File: src/rtl/multicycle_control_unit.sv
// Moore control FSM for the multicycle CPU: sequences the shared datapath and
// unified memory port, stalls on MemReady, halts on illegal opcodes, counts retirements.
module multicycle_control_unit #(
   parameter int unsigned COUNT_WIDTH = 32
) (
   input  logic                   clock,
   input  logic                   reset_n,
   input  logic [5:0]             Op,
   input  logic                   MemReady,
   output logic                   PCWrite,
   output logic                   PCWriteCond,
   output logic                   IorD,
   output logic                   MemRead,
   output logic                   MemWrite,
   output logic                   IRWrite,
   output logic                   MemtoReg,
   output logic                   RegDst,
   output logic                   RegWrite,
   output logic                   ALUSrcA,
   output logic [1:0]             ALUSrcB,
   output logic [1:0]             ALUOp,
   output logic [1:0]             PCSource,
   output logic [3:0]             State,
   output logic                   Halted,
   output logic [COUNT_WIDTH-1:0] InstrCount
);

   localparam int unsigned OP_W    = 6;
   localparam int unsigned STATE_W = 4;

   localparam logic [OP_W-1:0] OP_R    = 6'b000000;
   localparam logic [OP_W-1:0] OP_LW   = 6'b100011;
   localparam logic [OP_W-1:0] OP_SW   = 6'b101011;
   localparam logic [OP_W-1:0] OP_BEQ  = 6'b000100;
   localparam logic [OP_W-1:0] OP_ADDI = 6'b001000;
   localparam logic [OP_W-1:0] OP_J    = 6'b000010;

   localparam logic [1:0] SRCB_B     = 2'd0;
   localparam logic [1:0] SRCB_FOUR  = 2'd1;
   localparam logic [1:0] SRCB_IMM   = 2'd2;
   localparam logic [1:0] SRCB_IMMSH = 2'd3;

   localparam logic [1:0] ALU_ADD   = 2'd0;
   localparam logic [1:0] ALU_SUB   = 2'd1;
   localparam logic [1:0] ALU_FUNCT = 2'd2;

   localparam logic [1:0] PCSRC_ALU  = 2'd0;
   localparam logic [1:0] PCSRC_OUT  = 2'd1;
   localparam logic [1:0] PCSRC_JUMP = 2'd2;

   typedef enum logic [STATE_W-1:0] {
      FETCH  = 4'd0,
      DECODE = 4'd1,
      MEMADR = 4'd2,
      MEMRD  = 4'd3,
      MEMWB  = 4'd4,
      MEMWR  = 4'd5,
      EXEC   = 4'd6,
      RWB    = 4'd7,
      BRANCH = 4'd8,
      JUMP   = 4'd9,
      ADDIEX = 4'd10,
      ADDIWB = 4'd11,
      HALT   = 4'd12
   } state_t;

   state_t                 state_q;
   state_t                 state_d;
   logic                   retire_c;
   logic [COUNT_WIDTH-1:0] count_q;

   // State register; reset is synchronous so it wins from any state, even mid-stall.
   always_ff @(posedge clock) begin
      if (!reset_n) begin
         state_q <= FETCH;
      end else begin
         state_q <= state_d;
      end
   end

   // Retired-instruction counter, wraps naturally at all-ones.
   always_ff @(posedge clock) begin
      if (!reset_n) begin
         count_q <= '0;
      end else if (retire_c) begin
         count_q <= count_q + COUNT_WIDTH'(1);
      end
   end

   // Next-state logic and the retirement strobe.
   always_comb begin
      state_d  = state_q;
      retire_c = 1'b0;
      case (state_q)
         FETCH: begin
            if (MemReady) state_d = DECODE;
         end
         DECODE: begin
            case (Op)
               OP_LW, OP_SW: state_d = MEMADR;
               OP_R:         state_d = EXEC;
               OP_BEQ:       state_d = BRANCH;
               OP_J:         state_d = JUMP;
               OP_ADDI:      state_d = ADDIEX;
               default:      state_d = HALT;
            endcase
         end
         MEMADR: begin
            // Only LW/SW reach here; anything else means IR was corrupted.
            case (Op)
               OP_LW:   state_d = MEMRD;
               OP_SW:   state_d = MEMWR;
               default: state_d = HALT;
            endcase
         end
         MEMRD: begin
            if (MemReady) state_d = MEMWB;
         end
         MEMWR: begin
            if (MemReady) begin
               state_d  = FETCH;
               retire_c = 1'b1;
            end
         end
         EXEC:   state_d = RWB;
         ADDIEX: state_d = ADDIWB;
         MEMWB, RWB, ADDIWB, BRANCH, JUMP: begin
            state_d  = FETCH;
            retire_c = 1'b1;
         end
         HALT:    state_d = HALT;
         default: state_d = FETCH;
      endcase
   end

   // Moore output decode; only the FETCH register enables look at MemReady.
   always_comb begin
      PCWrite     = 1'b0;
      PCWriteCond = 1'b0;
      IorD        = 1'b0;
      MemRead     = 1'b0;
      MemWrite    = 1'b0;
      IRWrite     = 1'b0;
      MemtoReg    = 1'b0;
      RegDst      = 1'b0;
      RegWrite    = 1'b0;
      ALUSrcA     = 1'b0;
      ALUSrcB     = SRCB_B;
      ALUOp       = ALU_ADD;
      PCSource    = PCSRC_ALU;
      Halted      = 1'b0;
      case (state_q)
         FETCH: begin
            MemRead = 1'b1;
            ALUSrcB = SRCB_FOUR;
            IRWrite = MemReady;
            PCWrite = MemReady;
         end
         DECODE: begin
            ALUSrcB = SRCB_IMMSH;
         end
         MEMADR, ADDIEX: begin
            ALUSrcA = 1'b1;
            ALUSrcB = SRCB_IMM;
         end
         MEMRD: begin
            MemRead = 1'b1;
            IorD    = 1'b1;
         end
         MEMWB: begin
            RegWrite = 1'b1;
            MemtoReg = 1'b1;
         end
         MEMWR: begin
            MemWrite = 1'b1;
            IorD     = 1'b1;
         end
         EXEC: begin
            ALUSrcA = 1'b1;
            ALUOp   = ALU_FUNCT;
         end
         RWB: begin
            RegWrite = 1'b1;
            RegDst   = 1'b1;
         end
         ADDIWB: begin
            RegWrite = 1'b1;
         end
         BRANCH: begin
            ALUSrcA     = 1'b1;
            ALUOp       = ALU_SUB;
            PCWriteCond = 1'b1;
            PCSource    = PCSRC_OUT;
         end
         JUMP: begin
            PCWrite  = 1'b1;
            PCSource = PCSRC_JUMP;
         end
         HALT: begin
            Halted = 1'b1;
         end
         default: begin
         end
      endcase
   end

   assign State      = state_q;
   assign InstrCount = count_q;

endmodule

File: config.mk
export PLATFORM = sky130hd
export DESIGN_NAME = multicycle_control_unit
export DESIGN_NICKNAME = d
export VERILOG_FILES = /design/src/rtl/multicycle_control_unit.sv
export SDC_FILE = /design/constraint.sdc
export NUM_CORES = 1
export LEC_CHECK = 0
export CAP_MARGIN = 20
export CORE_MARGIN = 2
export CORE_UTILIZATION = 30
export DETAILED_ROUTE_END_ITERATION = 10
export SLEW_MARGIN = 20
export SYNTH_ARGS = -nofsm -noshare
export SYNTH_HDL_FRONTEND = slang
export SYNTH_SLANG_ARGS = --single-unit
File: constraint.sdc
create_clock -name clock -period 5.2 [get_ports clock]
set_clock_uncertainty 0.15 [all_clocks]
set_input_delay 1.04 -clock clock [delete_from_list [all_inputs] [get_ports clock]]
set_output_delay 1.04 -clock clock [all_outputs]
set_load 0.005 [all_outputs]
==> run_results.csv, run 1 <==
group,metric,value,unit
clock_tree,total_cts_buffers,5,
worst_setup_path,worst-path-max-fanout,7,
global_route,grt_pass1_vias,1772,
worst_setup_path,cp.required,4.01,ns
drt,total_routed_wirelength,5.08,mm
pwr,power_switching,0.180,mW
worst_setup_path,worst_setup_path_startpoint,"MemReady",
drt,detailedRoute.firstPassIterationCount,4,
layout,final_layout_size_suffix_gt1_share,3.50,%
pwr,clock_power_share,31.5,%
floorplanning,die_y,87.4,um
synthesis,synth-async-reset-ratio,0,%
floorplanning,floorplan.die.width,87.4,um
drt,wl_met2,2.33,mm
floorplanning,die_area,7640,um^2
global_route,antenna_violations_before_repair,0,
synthesis,gate_count_post_synth,265,
pwr,irDropWorstVdd,0.140,mV
drt,drcViolationCount,0,
timing,setup-tns-final,0,ns
worst_setup_path,reg2reg_slack,2.16,ns
min_path,min-delay-start,"InstrCount[31]$_SDFFE_PN0P_",
drt,routed.top_layer,"met4",
layout,num_antenna_cells,0,
outcome,status,"complete, no violations",
worst_setup_path,critical_path.startpoint_type,"input pin",
timing,final.period_utilization,72.1,%
timing,rsz_0062_raised_after_global_routing,"false",
synthesis,postSynthRegisterBits,36,
synthesis,synth_sequential_area_ratio,34.5,%
clock_tree,cts_tree,"yes",
pwr,cell_internal_pwr,0.465,mW
floorplanning,start_util,30.9,%
global_route,global_route.overflow_total,0,
drt,detail_route.iter0.violations,58,
synthesis,synth_cell_type_count,47,
pwr,p_seq_share,46.7,%
pwr,share_comb_of_total_power,21.8,%
timing,finalWorstPathRequiredPeriod,3.75,ns
pwr,pwrdens,232,nW/um^2
worst_setup_path,worstPathCellList,"clkdlybuf4s50_1 -> nand2_1 -> nor3_1 -> or2_2 -> clkdlybuf4s50_1",
pwr,total_power,0.645,mW
placed_design,io_buffers,61,
floorplanning,top_level_ports,62,
drt,wire_per_inst,12.9,um
pwr,leakagePower,0.930,nW
worst_setup_path,critical_path.slowest_cell,"clkdlybuf4s50_1",
min_path,worst_case_hold_path_end_point,"InstrCount[31]$_SDFFE_PN0P_",
clock_tree,cts_htree_levels,2,
worst_setup_path,worst_r2r_path_depth,5,
timing,finalHoldViolations,0,
clock_tree,ctsLongestPathBuffers,2,
global_route,grt_usage,13.3,%
job,maxCapViolCount,0,
worst_setup_path,regToRegStartpoint,"State[0]$_SDFFE_PN0P_",
drt,detail_route.wirelength.met1,2.52,mm
worst_setup_path,worst_r2r_end,"InstrCount[29]$_SDFFE_PN0P_",
timing,setup_viol_count_final,0,
clock_tree,master_cell_of_the_clock_root_buffer,"clkbuf_8",
floorplanning,placement_rows,30,
drt,vias,2053,
min_path,min_delay_path_depth,2,
clock_tree,insertion_delay,0.28,ns
synthesis,syn-num-nets,275,
drt,route.met3.wl,189,um
min_path,min-delay-path-class,"flop to flop",
timing,clock.fmax,267,MHz
worst_setup_path,critPathKind,"input pin to primary output",
placed_design,routabilityCongestion,0.795,
synthesis,synth_ff_type,"dfxtp_1",
clock_tree,post_cts_resize_count,0,
layout,num-nets-final,323,
global_route,grt_max_degree,34,
pwr,power.switching_fraction,27.9,%
global_route,grt_first_pass_wirelength,8.23,mm
synthesis,post_synth.cell_area_avg,7.88,um^2
clock_tree,cts.sinks,36,
timing,worstMarginPinSlew,1.06,ns
synthesis,ys_warn_count,0,
timing,timing.slew.headroom,29.1,%
layout,syn_to_final_growth,33.0,%
clock_tree,postCtsHoldBufs,0,
clock_tree,post_cts_buffers,0,
placed_design,detailed_place_hpwl,3.58,mm
synthesis,synth_edf_count,0,
worst_setup_path,cp_most_frequent_cell,"clkdlybuf4s50_1",
floorplanning,placeableCoreArea,6760,um^2
worst_setup_path,worstPathArrival,2.56,ns
clock_tree,clk_transition_reported_paths,0.07,ns
drt,antenna_left,0,
drt,drt-vias-per-instance,5.21,
synthesis,syn_area,2090,um^2
worst_setup_path,timing.critical_path.to_type,"primary output",
worst_setup_path,cp_slowest_stage_delay,0.62,ns
timing,max_slew_vio_count,0,
-- worst max-delay path, delay by kind of cell --
| kind | cells | cell delay (ns) |
|---|---|---|
| buffers and inverters | 2 | 1.10 |
| AND/OR/NAND/NOR | 3 | 0.42 |
-- cells in the final DEF (no fill, tap or decap), drive strengths merged, types with 3 or more instances in the layout --
cell,n
o21ai,13
nand3,12
clkdlybuf4s50,61
inv,9
nor2,34
and2,4
xor2,15
clkbuf,8
nand4,12
or2,3
dfxtp,36
nand2b,6
or3,13
nor2b,3
nand2,9
or4,6
o31ai,6
and3,5
nor3,10
a21oi,21
and4,4
-- per-stage QoR --
| stage | util, % | hold slack (ns) | cell area [um^2] | worst slack, ns | std cells |
|---|---|---|---|---|---|
| 3_3_place_gp | 39.8 | 0.318 | 2690 | 1.41 | 386 |
| 3_5_place_dp | 39.8 | 0.323 | 2690 | 1.38 | 386 |
| 2_1_floorplan | - | 0.313 | 2090 | 2.57 | 265 |
| 5_1_grt | 41.1 | 0.364 | 2780 | 1.34 | 394 |
| 4_1_cts | 41.1 | 0.333 | 2780 | 1.46 | 394 |
| 6_report | 41.1 | 0.340 | 2780 | 1.45 | 394 |
-- flip-flops by register name, summed over array words and instances, names as in the netlist --
register and cells:
State 4, InstrCount 32
-- cell usage after synthesis, types with 2 or more instances --
| cell type | number | area [um^2] |
|---|---|---|
| dfxtp_1 | 36 | 721 |
| nand2b_1 | 6 | 37.5 |
| inv_1 | 9 | 33.8 |
| o21a_1 | 2 | 15.0 |
| nand4_1 | 10 | 62.6 |
| nor2_1 | 34 | 128 |
| nor4_1 | 2 | 12.5 |
| and4_1 | 3 | 26.3 |
| xor2_1 | 15 | 131 |
| or4_1 | 6 | 45.0 |
| buf_4 | 6 | 45.0 |
| o31ai_1 | 6 | 45.0 |
| nor3_1 | 10 | 50.1 |
| and2_1 | 4 | 25.0 |
| o21ai_0 | 8 | 40.0 |
| xnor2_1 | 2 | 17.5 |
| o21ai_1 | 5 | 25.0 |
| nand2_1 | 9 | 33.8 |
| and3_1 | 5 | 31.3 |
| nand3_1 | 12 | 60.1 |
| clkbuf_1 | 8 | 30.0 |
| or3_1 | 13 | 81.3 |
| nand4_4 | 2 | 42.5 |
| o22a_1 | 2 | 17.5 |
| a21oi_1 | 21 | 105 |
| buf_2 | 5 | 25.0 |
| nor2b_1 | 3 | 18.8 |
| or2_2 | 2 | 12.5 |
-- per-layer routing --
metal	GRT usage (%)	vias to the layer above
met1	17.9	960
met5	0	-
met4	3.78	0
met3	3.41	2
li1	-	1052
met2	20.8	39
-- worst max path at each step --
stage          slack (ns)  cells after the start                           to
2_1_floorplan        2.57                      3                      PCWrite
3_3_place_gp         1.41                      6  InstrCount[27]$_SDFFE_PN0P_
3_5_place_dp         1.38                      6  InstrCount[29]$_SDFFE_PN0P_
4_1_cts              1.46                      5                      PCWrite
5_1_grt              1.34                      5                      PCWrite
6_report             1.45                      5                      PCWrite
-- cell families (layout without fill, tap and decap cells) --
logic type,after synthesis,count (layout),share of synthesized area [%]
compound gates,55,55,16.3
xor+xnor,17,17,7.13
fa+ha+maj,1,1,0.599
buf+inv,29,78,6.95
flops,36,36,34.5
mux,1,1,0.479
simple gates,126,126,34.0
-- power groups by stage --
| stage | clock network (mW) | registers (mW) | logic (mW) |
|---|---|---|---|
| after floorplan | 0 | 0.295 | 0.0910 |
| after global placement | 0 | 0.309 | 0.141 |
| after detailed placement | 0 | 0.307 | 0.141 |
| after CTS | 0.210 | 0.301 | 0.142 |
| after global routing | 0.222 | 0.304 | 0.155 |
| final | 0.203 | 0.301 | 0.141 |
-- cell type report --
class                           count  area, um^2
Clock buffer                        8        90.1
Sequential cell                    36         721
Multi-Input combinational cell    200        1220
Timing Repair Buffer               61         611
Inverter                            9        33.8
Tap cell                           80         100
Fill cell                         685        3980
Note: power is estimated with default switching activity, not from simulation.
==> run 2: changes to the inputs <==
==> constraint.sdc (replaced) <==
create_clock -name clock -period 3.48 [get_ports clock]
set_clock_uncertainty 0.15 [all_clocks]
set_input_delay 0.696 -clock clock [delete_from_list [all_inputs] [get_ports clock]]
set_output_delay 0.696 -clock clock [all_outputs]
set_load 0.005 [all_outputs]
==> run_results.csv, run 2 (same netlist as run 1, synthesis figures left out) <==
group,metric,value,unit
timing,setup-tns-final,0,ns
worst_setup_path,worst-path-max-fanout,7,
timing,rsz_0062_raised_after_global_routing,"false",
timing,max_slew_vio_count,0,
worst_setup_path,critPathKind,"input pin to primary output",
clock_tree,master_cell_of_the_clock_root_buffer,"clkbuf_8",
clock_tree,cts_htree_levels,2,
layout,ff_latch_area,721,um^2
global_route,global_route.overflow_total,0,
worst_setup_path,cp.required,2.63,ns
drt,wire_per_inst,12.9,um
layout,area_occupied_by_multi_input_gates,1220,um^2
worst_setup_path,critical_path.startpoint_type,"input pin",
floorplanning,die_y,87.4,um
placed_design,io_buffers,61,
min_path,min-delay-path-class,"flop to flop",
clock_tree,cts_tree,"yes",
drt,drt-vias-per-instance,5.25,
worst_setup_path,cp_most_frequent_cell,"clkdlybuf4s50_1",
drt,detail_route.iter0.violations,71,
timing,setup_viol_count_final,0,
layout,syn_to_final_growth,34.8,%
layout,final_layout_size_suffix_gt1_share,4.75,%
outcome,status,"complete, no violations",
worst_setup_path,worstPathCellList,"clkdlybuf4s50_1 -> nand2_1 -> nor3_1 -> or2_2 -> clkdlybuf4s50_1",
floorplanning,start_util,30.9,%
worst_setup_path,cp_slowest_stage_delay,0.60,ns
layout,layout_commonest_cell,"clkdlybuf4s50_1",
floorplanning,top_level_ports,62,
pwr,irDropWorstVdd,0.174,mV
global_route,grt_max_degree,34,
worst_setup_path,critical_path.slowest_cell,"clkdlybuf4s50_1",
clock_tree,ctsLongestPathBuffers,2,
pwr,pwrdens,367,nW/um^2
clock_tree,post_cts_buffers,0,
clock_tree,post_cts_resize_count,0,
layout,num_antenna_cells,0,
global_route,grt_pass1_vias,1849,
floorplanning,placeableCoreArea,6760,um^2
floorplanning,die_area,7640,um^2
worst_setup_path,timing.critical_path.to_type,"primary output",
drt,vias,2080,
layout,most-common-layout-cells,"clkdlybuf4s50_1, dfxtp_1, nor2_1, a21oi_1, xor2_1",
worst_setup_path,worstPathArrival,2.18,ns
worst_setup_path,worst_r2r_path_depth,5,
drt,total_routed_wirelength,5.11,mm
clock_tree,insertion_delay,0.29,ns
clock_tree,total_cts_buffers,5,
floorplanning,placement_rows,30,
timing,final.period_utilization,87.0,%
placed_design,detailed_place_hpwl,3.57,mm
timing,clock.fmax,330,MHz
timing,timing.slew.headroom,60.3,%
global_route,antenna_violations_before_repair,0,
drt,detailedRoute.firstPassIterationCount,4,
pwr,total_power,1.03,mW
drt,antenna_left,0,
global_route,grt_first_pass_wirelength,8.66,mm
clock_tree,clk_transition_reported_paths,0.07,ns
timing,finalWorstPathRequiredPeriod,3.03,ns
global_route,grt_usage,14.0,%
layout,max_ffs_per_register,32,
layout,fill_cells,691,
job,maxCapViolCount,0,
drt,drcViolationCount,0,
floorplanning,floorplan.die.width,87.4,um
clock_tree,cts.sinks,36,
min_path,min_delay_path_depth,2,
pwr,leakagePower,0.949,nW
timing,finalHoldViolations,0,
layout,num-nets-final,325,
timing,worstMarginPinSlew,0.595,ns
placed_design,routabilityCongestion,0.794,
clock_tree,postCtsHoldBufs,0,
## run 2: through the flow
step           hold WS [ns]  setup slack [ns]  instances  area, um^2  utilization, %
2_1_floorplan         0.313              1.26        265        2090               -
3_3_place_gp          0.318             0.449        388        2700            40.0
3_5_place_dp          0.325             0.452        388        2700            40.0
4_1_cts               0.339             0.446        396        2810            41.6
5_1_grt               0.381             0.342        396        2810            41.6
6_report              0.337             0.454        396        2810            41.6
## run 2: worst max-delay path: cells and delay by family
| family | cells | cell delay [ns] |
|---|---|---|
| buffers and inverters | 2 | 1.08 |
| AND/OR/NAND/NOR | 3 | 0.40 |
## run 2: per-layer routing
layer  share of wire (%)  global-route usage [%]  up-vias  wire length [um]
met5                   0                       0        -                 0
met4                 1.4                    5.03        0                72
met3                 4.0                    2.94        5               206
met2                  46                    22.3       52              2360
met1                  48                    18.6      967              2470
li1                    -                       -     1056                 -
## run 2: layout make-up
class / count / area share, %
Clock inverter: 3 / 1.51
Inverter: 9 / 1.20
Sequential cell: 36 / 25.6
Clock buffer: 5 / 2.45
Timing Repair Buffer: 63 / 22.2
Tap cell: 80 / 3.56
Multi-Input combinational cell: 200 / 43.4
## run 2: final timing paths
kind                               start                     endpoint  slack (ns)
max                             MemReady                      PCWrite        0.45
min reg2reg  InstrCount[31]$_SDFFE_PN0P_  InstrCount[31]$_SDFFE_PN0P_        0.34
max reg2reg        State[0]$_SDFFE_PN0P_  InstrCount[29]$_SDFFE_PN0P_        0.95
min          InstrCount[31]$_SDFFE_PN0P_  InstrCount[31]$_SDFFE_PN0P_        0.34
## run 2: report_power, final
part           internal [mW]  total [mW]  switching, mW
logic                  0.116       0.216         0.0994
clock network          0.212       0.367          0.155
registers              0.421       0.450         0.0293
==> variant 1, RTL diff (config.mk and constraints of run 2) <==
Make the reset (`reset_n`) asynchronous in 2 clocked blocks.
--- a/src/rtl/multicycle_control_unit.sv
+++ b/src/rtl/multicycle_control_unit.sv
@@ -70,7 +70,7 @@
    logic [COUNT_WIDTH-1:0] count_q;
 
    // State register; reset is synchronous so it wins from any state, even mid-stall.
-   always_ff @(posedge clock) begin
+   always_ff @(posedge clock or negedge reset_n) begin
       if (!reset_n) begin
          state_q <= FETCH;
       end else begin
@@ -79,7 +79,7 @@
    end
 
    // Retired-instruction counter, wraps naturally at all-ones.
-   always_ff @(posedge clock) begin
+   always_ff @(posedge clock or negedge reset_n) begin
       if (!reset_n) begin
          count_q <= '0;
       end else if (retire_c) begin
Formal check against the unedited RTL: differs if reset_n is asserted again (counterexample within 4 cycles, from zero or initial values and one cycle with reset_n low); with reset_n held inactive, the same outputs for 10 cycles.
==> variant 1 against run 2 <==
- cell area is 0.58% lower
- non-clock buffer count is 1 lower
- synthesized area is 3.0% lower
- setup slack worse by 0.038 ns
- sequential cell count stayed put
- die area is 2.9% lower
- routed wire length is 7.2% lower
Power is not compared: it rests on default switching activity, and its combinational part moved more than twofold at a synthesized area within 25%.
==> variant 1: results (changes against run 2) <==
| Metric | Value |
|---|---|
| Status | finished, final reports clean |
| Synthesized instance count | 222 (-16%) |
| VDD IR max | 0.288 mV |
| Placed insts | 351 (-9.5%) |
| Crit path max fanout | 4 (-3) |
| Invs w/o clock | 8 (-1) |
| Area Overhead vs Synth | 38.1% |
| Dpl ws | 0.423 ns (-0.0291 ns) |
| First-pass GRT wire length | 7880 um (-9.0%) |
| Synth cell types | 42 (-11%) |
| Filler instances | 654 (-5.4%) |
| Post-route insts no fill | 359 (-9.3%) |
| Hold Crit Start | InstrCount[31]$_DFFE_PN0P_ |
| Mapped Nets | 232 (-16%) |
| Reg2reg end | InstrCount[31]$_DFFE_PN0P_ |
| Layout Nets | 291 (-10%) |
| Hold Path Cell Cnt | 1 (-1) |
| Post-synth ARST share | 100% (+100 points) |
| Largest net degree at the start of global routing | 37 (+8.8%) |
| Fin Hold WS | 0.329 ns (-0.00773 ns) |
| Sequential area share after synthesis | 44.5% (+10 points) |
| Non-clk bufs | 62 (-1.6%) |
| Placement Cell Area | 2670 um2 (-1.2%) |
| Final Critical Period | 3.06 ns (+0.0375 ns) |
| Clock network area share | 4.52% (+0.56 points) |
| Flop2flop setup slack | 1.12 ns (+0.17 ns) |
| Non-clock buffer share | 21.9% (-0.32 points) |
| Synth top cells by count | dfrtp_1 (36), nor2_1 (32), xor2_1 (22), nand2_1 (19), nor3_1 (14) |
| HP Class | register to register |
| Vias in the first global route | 1,666 (-9.9%) |
| TritonRoute pass-1 iters | 4 (unchanged) |
| RePlAce Congestion | 0.850 (+7.0%) |
| Arr. time, crit path | 2.22 ns (+0.04 ns) |
| Multi-input logic area | 1030 um2 (-16%) |
| Multi-input gates | 168 (-16%) |
| Sequential cell area | 901 um2 (+25%) |
| Vias per Instance | 4.85 (-7.7%) |
| DRT iter0 DRCs | 68 (-4.2%) |
| Hold Path End | InstrCount[31]$_DFFE_PN0P_ |
| Drt total wl | 4740 um (-7.2%) |
| Gr usage total | 13.4% (-0.64 points) |
| # H-tree levels | 2 (unchanged) |
| Relative slew slack | 46.0% (-14 points) |
| Synth area leaders | dfrtp_1 (44%), xor2_1 (9.5%), nor2_1 (5.9%), xnor2_1 (5.2%), nand2_1 (3.5%) |
| DP Wirelength | 3400 um (-4.6%) |
| Ratio of cells with drive above 1 in the final layout | 7.45% (+2.7 points) |
| Core Region | 6420 um2 (-4.9%) |
| Clkbuf count | 7 (+2) |
variant 1: cells by family after synthesis:
logic type,after synthesis,share of synthesized area [%]
xor gates and xnor gates,34,14.7
AOI/OAI and AO/OA,22,7.23
adders and majority gates,1,0.618
buffers and inverters,18,4.63
muxes,2,1.05
DFF,36,44.5
and+or+nand+nor,109,27.3
variant 1: routing by layer:
layer | GRT usage, % | share of wire [%]
met1 | 17.8 | 46
met2 | 20.8 | 47
met3 | 3.62 | 5.8
met4 | 5.11 | 1.5
met5 | 0 | 0
variant 1: power groups by stage:
stage          logic [uW]  clock network, uW  registers (uW)
3_3_place_gp          617                  0             571
2_1_floorplan         381                  0             527
3_5_place_dp          622                  0             571
5_1_grt               682                432             577
4_1_cts               629                415             562
6_report              619                402             563
variant 1: critical path, stage by stage:
cell and delay, ns:
clkdlybuf4s50_1 0.52, inv_1 0.10, nor3_1 0.26, or2_2 0.15
clkdlybuf4s50_1 0.49
==> variant 2, RTL diff (flow settings as in run 2) <==
Without the edit above. Change the parameter `COUNT_WIDTH` from 32 to 40.
--- a/src/rtl/multicycle_control_unit.sv
+++ b/src/rtl/multicycle_control_unit.sv
@@ -1,7 +1,7 @@
 // Moore control FSM for the multicycle CPU: sequences the shared datapath and
 // unified memory port, stalls on MemReady, halts on illegal opcodes, counts retirements.
 module multicycle_control_unit #(
-   parameter int unsigned COUNT_WIDTH = 32
+   parameter int unsigned COUNT_WIDTH = 40
 ) (
    input  logic                   clock,
    input  logic                   reset_n,
Ports: changed (resized InstrCount); port bits go from 62 to 70. The function was not compared with the original's and may differ.
==> variant 2 against run 2 <==
- total power hardly changed
- synthesized area up 24%
- first-iteration DRC count is 23% lower
- sequential power grew 19%
- sequential cell count rose by 8
- count of clock-buffer cells in the layout increased by 1
- setup slack worse by 0.11 ns
- routed wire length up 28%
- global-route usage shrank 0.19 points
- cell area increased by 21%
- synthesized cell count is 21% higher
- critical path type unchanged
- largest cell class unchanged
==> variant 2: results (changes against run 2) <==
| Metric | Value |
|---|---|
| Mux share of post-synthesis cell area | 0% (-0.48 points) |
| Avg Cell Area, Syn | 8.06 um2 (+2.3%) |
| Core Region | 8300 um2 (+23%) |
| Worst skew pair latency | 0.29 ns (about the same) |
| Filler instances | 836 (+21%) |
| DP Wirelength | 4760 um (+33%) |
| Post-route insts no fill | 484 (+22%) |
| Leakage | 0.00108 uW (+14%) |
| Max reg flops | 40 (+25%) |
| Synth area leaders | dfxtp_1 (34%), xnor2_1 (5.4%), a21oi_1 (4.8%), nor2_1 (4.6%), o21ai_0 (4.3%) |
| Vias in the first global route | 2,347 (+27%) |
| Reg2reg end | InstrCount[39]$_SDFFE_PN0P_ |
| Largest net degree at the start of global routing | 42 (+24%) |
| VDD IR max | 0.132 mV (-24%) |
| Worst-Margin Slew | 0.686 ns (+0.0908 ns) |
| Arr. time, crit path | 2.29 ns (+0.11 ns) |
| RePlAce Congestion | 0.759 (-4.4%) |
| Xor and xnor area share after synthesis | 8.12% (+0.99 points) |
| Gr usage total | 13.8% (-0.19 points) |
| Via count | 2,501 (+20%) |
| Port bufs | 69 (+13%) |
| Layout Nets | 389 (+20%) |
| Ratio of cells with drive above 1 in the final layout | 7.92% (+3.2 points) |
| Flop2flop setup slack | 0.89 ns (-0.06 ns) |
| Routed wire length per instance | 13.5 um (+4.4%) |
| Mapped Nets | 331 (+20%) |
| First-pass GRT wire length | 11,100 um (+29%) |
| Status | finished, final reports clean |
| Final WS setup | 0.345 ns (-0.109 ns) |
| TritonRoute pass-1 iters | 6 (+2) |
| Area share of fa/ha/maj cells after synthesis | 0.484% (-0.12 points) |
| DRT iter0 DRCs | 55 (-23%) |
==> variant 2: cell type report <==
cell class	count	area, um2	share of cell area, %
inverters	5	18.8	0.553
well taps	105	131	3.87
clock buffers	6	72.6	2.14
clock inverters	1	5.00	0.147
multi-input cells	249	1560	45.9
repair buffers	74	728	21.4
flip-flops and latches	44	881	25.9
==> variant 2: power by group <==
group | internal, uW | switching, uW | total (uW)
clock | 137 | 170 | 307
sequential | 510 | 24.5 | 535
combinational | 104 | 87.3 | 191
==> variant 2: per-layer routing <==
metal	wire (um)	vias up	part of all wire [%]	GRT usage [%]
li1	-	1273	-	-
met1	3290	1178	50	18.6
met2	2990	43	46	22.5
met3	166	7	2.5	2.75
met4	72	0	1.1	3.79
met5	0	-	0	0
==> variant 2: per-stage QoR <==
step	instance area (um2)	util, %	total power (uW)
after floorplan	2590	-	647
after global placement	3320	40.0	739
after detailed placement	3320	40.0	739
after CTS	3400	40.9	1050
after global routing	3400	40.9	1090
final	3400	40.9	1030
==> variant 2: critical path: stages <==
cell	delay (ns)
clkdlybuf4s50_1	0.61
nor4b_1	0.33
or2_2	0.17
clkdlybuf4s50_1	0.49
==> variant 2: worst min path at each step <==
stage | cells after the start | endpoint | slack, ns
final | 2 | InstrCount[32]$_SDFFE_PN0P_ | 0.36
after floorplan | 2 | InstrCount[39]$_SDFFE_PN0P_ | 0.32
after detailed placement | 2 | InstrCount[1]$_SDFFE_PN0P_ | 0.35
after CTS | 2 | InstrCount[27]$_SDFFE_PN0P_ | 0.37
after global routing | 2 | InstrCount[27]$_SDFFE_PN0P_ | 0.39
after global placement | 2 | InstrCount[32]$_SDFFE_PN0P_ | 0.33
